===== src/rtl/otp_pad_gen.sv =====
// One-time-pad word source: 32-bit right-shift Galois LFSR advanced 32 steps per
// accepted transfer, seeded by software and capped at MAX_WORDS words per seed.
module otp_pad_gen #(
  parameter int unsigned      WIDTH     = 32,
  parameter logic [WIDTH-1:0] POLY      = 32'h80200003,
  parameter logic [15:0]      MAX_WORDS = 16'd1024
) (
  input  logic             clk,
  input  logic             rst_n,
  input  logic             seed_load,
  input  logic [WIDTH-1:0] seed,
  input  logic             pad_ready,
  output logic             pad_valid,
  output logic [WIDTH-1:0] pad,
  output logic [15:0]      pad_count,
  output logic             pad_done,
  output logic             seed_err
);

  typedef enum logic [1:0] {IDLE, RUN, DONE, ERR} state_t;

  state_t state;

  // Fully unrolled: one pad word per transfer needs WIDTH LFSR steps in one cycle.
  function automatic logic [WIDTH-1:0] adv(input logic [WIDTH-1:0] s);
    logic [WIDTH-1:0] r;
    r = s;
    for (int unsigned i = 0; i < WIDTH; i++) begin
      r = r[0] ? ((r >> 1) ^ POLY) : (r >> 1);
    end
    return r;
  endfunction

  always_ff @(posedge clk or negedge rst_n) begin
    if (!rst_n) begin
      state     <= IDLE;
      pad       <= '0;
      pad_count <= '0;
      pad_valid <= 1'b0;
      pad_done  <= 1'b0;
      seed_err  <= 1'b0;
    end else if (seed_load) begin
      // A reseed wins in every state; a zero seed would lock the LFSR at zero.
      if (seed != '0) begin
        state     <= RUN;
        pad       <= seed;
        pad_count <= '0;
        pad_valid <= 1'b1;
        pad_done  <= 1'b0;
        seed_err  <= 1'b0;
      end else begin
        state     <= ERR;
        pad_valid <= 1'b0;
        pad_done  <= 1'b0;
        seed_err  <= 1'b1;
      end
    end else begin
      case (state)
        RUN: begin
          if (pad_ready) begin
            pad       <= adv(pad);
            pad_count <= pad_count + 16'd1;
            if (pad_count + 16'd1 == MAX_WORDS) begin
              state     <= DONE;
              pad_valid <= 1'b0;
              pad_done  <= 1'b1;
            end
          end
        end
        default: ;
      endcase
    end
  end

endmodule


===== config.mk =====
export PLATFORM = sky130hd
export DESIGN_NAME = otp_pad_gen
export DESIGN_NICKNAME = d
export VERILOG_FILES = /design/src/rtl/otp_pad_gen.sv
export SDC_FILE = /design/constraint.sdc
export NUM_CORES = 1
export LEC_CHECK = 0
export BUFFER_PORTS_ARGS = -buffer_cell sky130_fd_sc_hd__buf_4
export CAP_MARGIN = 0
export CORE_MARGIN = 2
export CORE_UTILIZATION = 40
export CTS_CLUSTER_DIAMETER = 120
export DETAILED_ROUTE_END_ITERATION = 7
export SLEW_MARGIN = 20
export SYNTH_ARGS = -nofsm -noshare
export SYNTH_HDL_FRONTEND = slang
export SYNTH_SLANG_ARGS = --single-unit

===== constraint.sdc =====
create_clock -name clk -period 9.53 [get_ports clk]
set_clock_uncertainty 0.2 [all_clocks]
set_input_delay 0.4765 -clock clk [delete_from_list [all_inputs] [get_ports clk]]
set_output_delay 0.4765 -clock clk [all_outputs]
set_load 0.02 [all_outputs]

==> results by group <==
Detailed routing
  • Post-Route WL: 12,300 um
  • Post-DRT Antenna Nets: 0
  • Drt drc: 0
  • DR vias: 3,582
  • DR WL/cell: 18.7 um
  • Via density: 5.44
  • Initial drt markers: 215
  • DRT Pass-1 Iters: 4

STA
  • Final Max Slew Viols: 0
  • Final number of setup-violating endpoints: 0
  • Setup TNS: 0 ps
  • Maximum clock rate: 272 MHz
  • Unrepaired setup endpoints after global routing: false
  • Final Hold Viols: 0
  • Least-Margin Pin Slew: 879 ps
  • Fin crit share: 0.385
  • Slew HR: 0.414
  • Minimum clock period: 3670 ps

Setup path
  • Max Fanout on Critical Path: 7
  • CP required: 9520 ps
  • Critical setup path kind: flop to flop
  • Worst setup EP type: flop
  • Crit path launch type: flop
  • Crit path DAT: 3660 ps

Floorplan
  • Die W: 106 um
  • Row cnt: 37
  • Total core area: 10,200 um^2
  • Die area: 11,300 um^2
  • Die height: 106 um
  • Initial Utilization: 0.408
  • IO Count: 87

Clocking
  • Clk buf depth: 2
  • # hold bufs at CTS: 0
  • Worst-Skew Late Latency: 310 ps
  • Post-CTS setup buffers: 0
  • Resized cells post-CTS: 0
  • Root Driver: clkbuf_8
  • Clock Sinks: 53
  • H-tree Lvls: 2
  • Clock transition at the registers of the reported paths: 110 ps
  • Total CTS buffers: 5
  • CTS tree: done

Final layout
  • Final Cell Area: 4990 um^2
  • Layout fillers: 1,008
  • P&R area growth vs syn: 19.3%
  • Share of cells above drive strength 1: 0.243
  • Antenna fix cells: 0
  • Nets: 559
  • Area of the multi-input gates: 2710 um^2
  • Register Area: 1330 um^2

Global route
  • First-pass GRT wire length: 19,600 um
  • Pin count of the biggest net entering global routing: 54
  • Total GRT Usage: 0.222
  • Initial antenna violation count: 0
  • Vias in the first global route: 3,581
  • Remaining Overflow, GRT: 0

Synthesis
  • Post-synth EDFFs: 0
  • Cell Area, Synth: 4180 um^2
  • Seq/Total Area, Yosys: 0.317
  • Syn nets: 490
  • Yosys cell types: 52
  • Syn Inst Count: 453
  • Top FF cell, synth: dfrtp_1
  • Synthesized area per cell: 9.23 um^2
  • Ys async rst share: 1.00
  • Yosys warnings: 0
  • #FFs+latches synth: 53

Worst hold path
  • Worst Hold Class: input pin to async pin

Placed design
  • Gpl congestion: 0.903
  • Dpl hpwl: 9100 um
  • Placed cell area: 4900 um^2
  • IO buf count: 86

Flow run
  • Max Cap Violations: 0

Outcome
  • Outcome: finished clean
cells by family after synthesis:
| kind of cell | share of synthesized area |
|---|---|
| AO/OA/AOI/OAI | 0.143 |
| AND/OR/NAND/NOR | 0.160 |
| multiplexers | 0.0249 |
| flip-flops | 0.317 |
| XOR/XNOR | 0.316 |
| buffers and inverters | 0.0356 |
| adder cells (fa/ha/maj) | 0.00299 |
metal layers:
layer,global-route usage,share of wire,vias up
met2,0.375,0.49,111
li1,-,-,1717
met3,0.0307,0.044,24
met1,0.292,0.44,1730
met4,0.0724,0.025,0
met5,0,0,-
path summary, 6_finish.rpt:
kind | from | to | slack, ps | cells past startpoint
max | pad[0]$_DFFE_PN0P_ | pad[9]$_DFFE_PN0P_ | 5860 | 8
min | rst_n | pad[10]$_DFFE_PN0P_ | 10 | 1
max reg2reg | pad[0]$_DFFE_PN0P_ | pad[9]$_DFFE_PN0P_ | 5860 | 8
min reg2reg | seed_err$_DFFE_PN0P_ | seed_err$_DFFE_PN0P_ | 300 | 2
max in group asynchronous | rst_n | pad[21]$_DFFE_PN0P_ | 8620 | 1
min in group clk | seed[13] | pad[13]$_DFFE_PN0P_ | 210 | 3
cell usage in the layout (no fill, tap or decap), drive strengths merged, types with 2 or more instances in the layout:
cell type	netlist	routed
and3	4	4
xnor3	13	13
nor4	10	10
nand4	11	11
or3	2	2
nor2	45	45
nor3b	2	2
clkbuf	19	7
o21ai	42	42
a211oi	2	2
inv	6	6
nand2	38	38
xor2	24	24
o31ai	7	7
a22oi	3	3
a22o	2	2
buf	9	90
o21a	2	2
xnor2	68	68
or4	2	2
nand3b	2	2
nand3	16	16
xor3	3	3
nand2b	2	2
mux2i	7	7
nor3	5	5
dfrtp	53	53
a31o	3	3
o22ai	3	3
nor2b	2	2
mux2	3	3
a21oi	33	33
a31oi	4	4
flip-flops by register name (all words and copies together), names as in the netlist:
register and count:
pad 32, pad_count 16, pad_done 1, pad_valid 1, seed_err 1, state 2
per-stage QoR:
stage / instances / hold slack, ps / setup WS, ps / utilization
4_1_cts: 658 / 44.2 / 5890 / 0.487
2_1_floorplan: 453 / -19.1 / 6160 / -
6_report: 658 / 10.5 / 5860 / 0.487
3_5_place_dp: 651 / 287 / 5930 / 0.479
5_1_grt: 658 / 67.2 / 5660 / 0.487
3_3_place_gp: 651 / 290 / 5980 / 0.479
worst max-delay path: stages (launching register included):
cell	delay, ps
dfrtp_1	550
xnor2_1	490
xnor3_2	570
xnor2_1	210
xnor2_1	620
xor2_1	290
xor2_1	210
o21ai_0	100
a221o_1	310
synthesized netlist by cell type, types with 4 or more instances:
| library cell | count | area share |
|---|---|---|
| a31oi_1 | 4 | 0.0060 |
| nand4_1 | 11 | 0.016 |
| nor3_1 | 5 | 0.0060 |
| nand3_1 | 16 | 0.019 |
| buf_2 | 4 | 0.0048 |
| xnor3_4 | 4 | 0.025 |
| clkbuf_1 | 18 | 0.016 |
| a21oi_1 | 33 | 0.040 |
| xnor2_1 | 60 | 0.13 |
| o31ai_1 | 7 | 0.013 |
| xor2_1 | 21 | 0.044 |
| xnor3_2 | 6 | 0.034 |
| nand2_1 | 38 | 0.034 |
| and3_1 | 4 | 0.0060 |
| nor2_1 | 45 | 0.040 |
| nor4_1 | 10 | 0.015 |
| dfrtp_1 | 53 | 0.32 |
| mux2i_1 | 7 | 0.017 |
| o21ai_0 | 39 | 0.047 |
| xnor2_2 | 5 | 0.019 |
| inv_1 | 6 | 0.0054 |
layout make-up:
type	instances	share of cell area
inverter	6	0.00452
clock buffer	7	0.0173
tap	136	0.0341
sequential	53	0.266
multi-input combinational	366	0.543
timing repair buffer	90	0.135
Power is left out: the tool's default activity adds up to more than one toggle a clock period on the data nets, which glitch-free logic cannot reach.
